==> config.mk <==
export PLATFORM = sky130hd
export DESIGN_NAME = mm_register
export DESIGN_NICKNAME = d
export VERILOG_FILES = /design/src/rtl/mm_register.sv
export SDC_FILE = /design/constraint.sdc
export NUM_CORES = 1
export LEC_CHECK = 0
export CAP_MARGIN = 0
export CELL_PAD_IN_SITES_DETAIL_PLACEMENT = 1
export CELL_PAD_IN_SITES_GLOBAL_PLACEMENT = 2
export CORE_UTILIZATION = 30
export CTS_CLUSTER_SIZE = 30
export DETAILED_ROUTE_END_ITERATION = 8
export DONT_BUFFER_PORTS = 1
export PLACE_DENSITY_LB_ADDON = 0.05
export SLEW_MARGIN = 0
export SYNTH_ARGS = -nofsm -noshare
export SYNTH_HDL_FRONTEND = slang
export SYNTH_SLANG_ARGS = --single-unit
==> constraint.sdc <==
create_clock -name clock -period 1.86 [get_ports clock]
set_input_delay 0 -clock clock [delete_from_list [all_inputs] [get_ports clock]]
set_output_delay 0 -clock clock [all_outputs]
set_load 0.02 [all_outputs]
==> src/rtl/mm_register.sv <==
// Memory-mapped register bank: byte-enable writes, registered read port, flat output bus.
// Optional MM_REGISTER_ADDR_WRAP_EN: decode only the low index bits of address.
module mm_register #(
    parameter int DATA_WIDTH = 32,
    parameter int ADDR_WIDTH = 8,
    parameter int NUM_REGS   = 1
) (
    input  logic                           clock,
    input  logic                           reset,
    output logic [NUM_REGS*DATA_WIDTH-1:0] register,
    input  logic                           readEnable,
    input  logic                           writeEnable,
    input  logic [DATA_WIDTH/8-1:0]        writeByteEnable,
    input  logic [ADDR_WIDTH-1:0]          address,
    input  logic [DATA_WIDTH-1:0]          writeData,
    output logic [DATA_WIDTH-1:0]          readData
);

    localparam int NUM_BYTES = DATA_WIDTH / 8;
    localparam int IDX_W     = (NUM_REGS > 1) ? $clog2(NUM_REGS) : 1;

    logic [DATA_WIDTH-1:0] regFile_r [NUM_REGS];
    logic [DATA_WIDTH-1:0] readData_r;
    logic                  inRange_s;
    logic [IDX_W-1:0]      index_s;
    logic [DATA_WIDTH-1:0] readMux_s;

    function automatic logic [DATA_WIDTH-1:0] mergeBytes(
        input logic [DATA_WIDTH-1:0] oldValue,
        input logic [DATA_WIDTH-1:0] newValue,
        input logic [NUM_BYTES-1:0]  byteEnable
    );
        logic [DATA_WIDTH-1:0] result;
        result = oldValue;
        for (int b = 0; b < NUM_BYTES; b++) begin
            if (byteEnable[b]) begin
                result[b*8 +: 8] = newValue[b*8 +: 8];
            end else begin
                result[b*8 +: 8] = oldValue[b*8 +: 8];
            end
        end
        return result;
    endfunction

    // Address decode: register index and whether it names an existing register.
    always_comb begin
        inRange_s = 1'b0;
        index_s   = '0;
`ifdef MM_REGISTER_ADDR_WRAP_EN
        if (NUM_REGS == 1) begin
            inRange_s = 1'b1;
            index_s   = '0;
        end else begin
            index_s   = address[IDX_W-1:0];
            inRange_s = ({1'b0, index_s} < (IDX_W+1)'(NUM_REGS));
        end
`else
        index_s   = address[IDX_W-1:0];
        inRange_s = ({1'b0, address} < (ADDR_WIDTH+1)'(NUM_REGS));
`endif
    end

    // Read mux; out-of-range addresses read as zero.
    always_comb begin
        readMux_s = '0;
        for (int i = 0; i < NUM_REGS; i++) begin
            if (inRange_s && (index_s == IDX_W'(i))) begin
                readMux_s = regFile_r[i];
            end else begin
                readMux_s = readMux_s;
            end
        end
    end

    // Register storage with byte-lane writes.
    always_ff @(posedge clock) begin
        if (!reset) begin
            for (int i = 0; i < NUM_REGS; i++) begin
                regFile_r[i] <= '0;
            end
        end else begin
            for (int i = 0; i < NUM_REGS; i++) begin
                if (writeEnable && inRange_s && (index_s == IDX_W'(i))) begin
                    regFile_r[i] <= mergeBytes(regFile_r[i], writeData, writeByteEnable);
                end
            end
        end
    end

    // Registered read port; samples the pre-write value on a same-edge access.
    always_ff @(posedge clock) begin
        if (!reset) begin
            readData_r <= '0;
        end else if (readEnable) begin
            readData_r <= readMux_s;
        end
    end

    assign readData = readData_r;

    for (genvar g = 0; g < NUM_REGS; g++) begin : gRegOut
        assign register[g*DATA_WIDTH +: DATA_WIDTH] = regFile_r[g];
    end

endmodule

==> impl_metrics.yaml, run 1 <==
synth:
  syn_avg_cell_area_um2: 11.3
  syn-num-nets: 317
  synthTopCellsByCount: "32 x dfxtp_1, 32 x edfxtp_1, 32 x inv_1, 32 x nand3_1, 32 x nand3b_1"
  synth_top_area_frac: 0.316
  synth.area.top_cells: "edfxtp_1 32%, dfxtp_1 21%, nor4_2 8.2%, o31ai_2 8.2%, nand3b_1 7.9%"
  syn_area_um2: 3040
  synth-edff-count: 32
  ys_seq_area_frac: 0.526
  async_flop_share: 0
  synth_seq_cells: 64
  synth_top_area_cell: "edfxtp_1"
  synthCells: 269
  ys.flop_type: "edfxtp_1"
  yosysWarningCount: 0
  ys_types: 16
routing:
  initialDrtViolationCount: 32
  wl_mm: 8.16
  via_per_inst: 5.11
  drc: 0
  vias: 2218
  drtPass1Iterations: 4
  ant_nets: 0
  wire_per_inst_um: 18.8
setup_path:
  cp.required_ns: 2.12
  r2r_cells: 3
  endpoint_kind: "register"
  crit-reg2reg-launch: "regFile_r[0][10]"
  crit_path_start: "regFile_r[0][10]"
  endpoint: "readData[10]"
  cp_data_arrival_time_ns: 1.67
  r2r-end: "readData[10]"
  crit_fanout: 2
  critPathLaunchType: "register"
  worstSetupPathType: "reg2reg"
  reg2reg_slack_ns: 0.45
sta:
  tightest_slew_ns: 0.515
  finalCritPeriodShare: 0.757
  slew_violations: 0
  fin_crit_ns: 1.41
  max_freq_mhz: 710
  max_slew_margin: 0.656
  hold_violations: 0
  setup_violations: 0
  fin_tns_setup_ns: 0
  rsz0062_at_grt: "false"
  skew_ns: 0.00880
die:
  core_um2: 9820
  row_count: 36
  initial_core_util: 0.310
  dieArea_um2: 10600
  die_width_um: 103
  dieHeight_um: 103
  io_pins: 112
run:
  max_cap_viol_count: 0
worst_hold_path:
  min_from: "readEnable"
  min_path_cells: 3
  holdCritPathClass: "in2reg"
cts:
  ctsResizeCount: 0
  cts_root_buf: "clkbuf_8"
  clk_path_buf_depth: 2
  cts.clk_slew.worst_paths_ns: 0.07
  cts_inserted_buffers: 9
  clock_latency_ns: 0.34
  cts_tree: "yes"
  cts_max_level: 3
  cts_sinks: 64
power:
  power_w: 0.00310
  p_leak_nw: 1.24
  power.density_nw_per_um2: 832
  ir_drop_v: 0.000366
placed_design:
  dpl.hpwl_mm: 5.09
  io_buffers: 0
  gp_congestion: 0.664
global_route:
  grt_pass1_wl_mm: 12.4
  gr-total-overflow: 0
  antenna_found_initial: 0
  grt_max_degree: 67
  grt_pass1_vias: 2207
  grt.total_usage: 0.160
cells_and_area:
  area_growth_pct: 22.5
  antenna_cells: 0
  nets: 344
  drive_above_1_share: 0.243
status:
  outcome: "completed"
==> placed cells by master, fill, tap and decap left out, types with 2 or more instances in the layout <==
cell / count
buf_4: 14
clkbuf_8: 12
dfxtp_1: 32
dlygate4sd3_1: 34
edfxtp_1: 32
inv_1: 32
nand2_1: 4
nand3_1: 32
nand3b_1: 32
nor4_1: 12
nor4_2: 20
o31ai_1: 16
o31ai_2: 20
or4_4: 2
==> registers in the layout, summed over array words and instances (netlist names) <==
register,flops
regFile_r,32
readData,32
==> area by class of cell <==
| class | count | area [µm²] |
|---|---|---|
| Clock inverter | 3 | 38.8 |
| Timing Repair Buffer | 50 | 493 |
| Fill cell | 1095 | 6090 |
| Sequential cell | 64 | 1600 |
| Tap cell | 133 | 166 |
| Multi-Input combinational cell | 139 | 1140 |
| Clock buffer | 13 | 169 |
| Inverter | 32 | 120 |
==> metrics by stage <==
step	utilization	cells	instance area (µm²)	hold WS [ns]	setup WS, ns
finish	0.380	434	3730	0.0264	0.451
global route	0.380	434	3730	0.0223	0.417
CTS	0.380	434	3730	0.0184	0.459
detailed placement	0.319	382	3130	0.156	0.344
global placement	0.319	382	3130	0.153	0.364
floorplan	-	269	3040	0.238	0.0458
==> cell families after synthesis <==
group	share of synthesized area
buffers and inverters	0.102
flip-flops	0.526
AND/OR/NAND/NOR	0.251
AO/OA/AOI/OAI	0.122
==> critical path: stages, from the launching register on <==
cell and delay [ns]:
edfxtp_1 0.49, nand3_1 0.10, dlygate4sd3_1 0.57, o31ai_1 0.17
==> routing by layer <==
metal | vias up | GRT usage | share of wire
li1 | 1044 | - | -
met1 | 1097 | 0.195 | 0.42
met2 | 72 | 0.257 | 0.49
met3 | 5 | 0.0637 | 0.076
met4 | 0 | 0.0553 | 0.0087
met5 | - | 0 | 0
==> power breakdown <==
group,switching [W],internal [W]
logic,0.000144,0.000104
clock network,0.000538,0.000724
registers,0.0000785,0.00152
==> timing repair <==
action	in CTS	in global routing
setup buffers	0	0
hold endpoints to repair	88	0
hold buffers	36	0
==> how the worst min path moves through the flow <==
stage | to
after global routing | readData[3]
after global placement | readData[30]
after CTS | readData[11]
final | readData[8]
after floorplan | regFile_r[0][0]
after detailed placement | readData[30]
Note: power is estimated with default switching activity, not from simulation.
==> run 2: changes to the inputs <==
- clock period: 1.86 -> 1.2 ns (I/O delays scaled with it)
==> impl_metrics.yaml, run 2 (same netlist as run 1, synthesis figures left out) <==
sta:
  fin_crit_ns: 1.08
  slew_violations: 0
  setup_violations: 0
  max_freq_mhz: 928
  fin_ws_ns: 0.122
  rsz0062_at_grt: "false"
  max_slew_margin: 0.739
  holdWs_ns: -0.187
  finalCritPeriodShare: 0.898
  skew_ns: 0.00826
  tightest_slew_ns: 0.392
  hold_violations: 66
placed_design:
  gp_congestion: 0.622
  pre_cts_ws_ns: -0.249
  dpl.hpwl_mm: 4.94
  io_buffers: 0
  placedCellCount: 392
setup_path:
  r2r_cells: 2
  worstSetupPathType: "in2reg"
  crit_chain: "or4_4 -> buf_4 -> nor4_1"
  endpoint_kind: "register"
  crit-reg2reg-launch: "regFile_r[0][0]"
  path_depth: 3
  crit_fanout: 20
  reg2reg_slack_ns: 0.31
  worst-path-buf-inv: 1
  r2r-end: "readData[0]"
  cp_data_arrival_time_ns: 1.23
  critPathMaxStageDelay_ns: 0.64
  slowest_stage: "or4_4"
  cp.required_ns: 1.35
  critPathLaunchType: "primary input"
  path_delay_family: "simple AND/OR/NAND/NOR gates"
worst_hold_path:
  holdCritPathClass: "in2reg"
  min_to: "readData[8]"
  min_path_cells: 2
  min_from: "readEnable"
global_route:
  gr-total-overflow: 0
  grt.total_usage: 0.152
  grt_pass1_wl_mm: 11.9
  grt_max_degree: 70
  grt_pass1_vias: 2192
  antenna_found_initial: 0
cts:
  clock_latency_ns: 0.34
  post-cts-setup-buffers: 0
  cts_root_buf: "clkbuf_8"
  cts_tree: "yes"
  cts_inserted_buffers: 9
  ctsResizeCount: 0
  cts_max_level: 3
  cts_hold_buf: 33
  cts.clk_slew.worst_paths_ns: 0.07
  clk_path_buf_depth: 2
  cts_sinks: 64
routing:
  ant_nets: 0
  dr_wl_met3_um: 589
  wire_per_inst_um: 17.9
  drtPass1Iterations: 4
  drc: 0
  top_layer: "met4"
  wl_mm: 7.88
  wl_met2_mm: 3.72
  via_per_inst: 5.05
  met1_length_mm: 3.49
  initialDrtViolationCount: 39
  vias: 2226
die:
  dieArea_um2: 10600
  core_um2: 9820
  io_pins: 112
  row_count: 36
  die_width_um: 103
  initial_core_util: 0.310
  dieHeight_um: 103
cells_and_area:
  final_common_cell: "dlygate4sd3_1"
  fin_cells: 441
  nets: 351
  utilization: 0.385
  antenna_cells: 0
  drive_above_1_share: 0.266
  area_growth_pct: 24.2
power:
  power.density_nw_per_um2: 1200
  p_leak_nw: 1.27
  ir_drop_v: 0.000399
status:
  outcome: "complete, but fails checks"
  violations: "negative hold slack"
run:
  max_cap_viol_count: 0
[run 2: changes by cell type in the layout (fill, tap and decap cells not counted)]
cell	delta
o31ai_4	+4
buf_16	-1
buf_12	+1
clkinv_2	+2
buf_4	+8
dlygate4sd3_1	-1
bufinv_16	-1
clkinv_1	-1
o31ai_2	-4
[run 2: final cells by class]
cell class	instances	area, µm²
fillers	1105	6040
flip-flops and latches	64	1600
multi-input cells	139	1170
repair buffers	57	536
clock buffers	13	169
well taps	133	166
inverters	32	120
clock inverters	3	15.0
[run 2: worst reg2reg max path, stage by stage (launching register included)]
cell      delay, ns
edfxtp_1       0.48
nand3_1        0.11
o31ai_1        0.21
[run 2: stage by stage]
step	hold slack, ns	setup TNS [ns]	instance area, µm²	power, W
after floorplan	0.238	-14.21	3100	0.00274
after global placement	0.156	-13.08	3270	0.00278
after detailed placement	0.162	-14.32	3270	0.00278
after CTS	-0.212	0	3780	0.00465
after global routing	-0.202	0	3780	0.00475
final	-0.187	0	3780	0.00456
[run 2: worst max path at each step]
stage	from	to	slack, ns
2_1_floorplan	address[3]	regFile_r[0][0]	-0.39
3_3_place_gp	address[3]	regFile_r[0][3]	-0.21
3_5_place_dp	address[3]	regFile_r[0][3]	-0.25
4_1_cts	address[3]	regFile_r[0][16]	0.14
5_1_grt	address[3]	regFile_r[0][8]	0.03
6_report	address[3]	regFile_r[0][8]	0.12
[run 2: layer usage]
metal | GRT usage | up-vias
li1 | - | 1052
met1 | 0.193 | 1094
met2 | 0.234 | 70
met3 | 0.0508 | 10
met4 | 0.0650 | 0
met5 | 0 | -
[run 2: where the power goes]
part           internal, W  leakage, nW  switching [W]
Combinational     0.000175        0.607       0.000188
Clock             0.000911       0.0992       0.000833
Sequential         0.00235        0.561      0.0000990
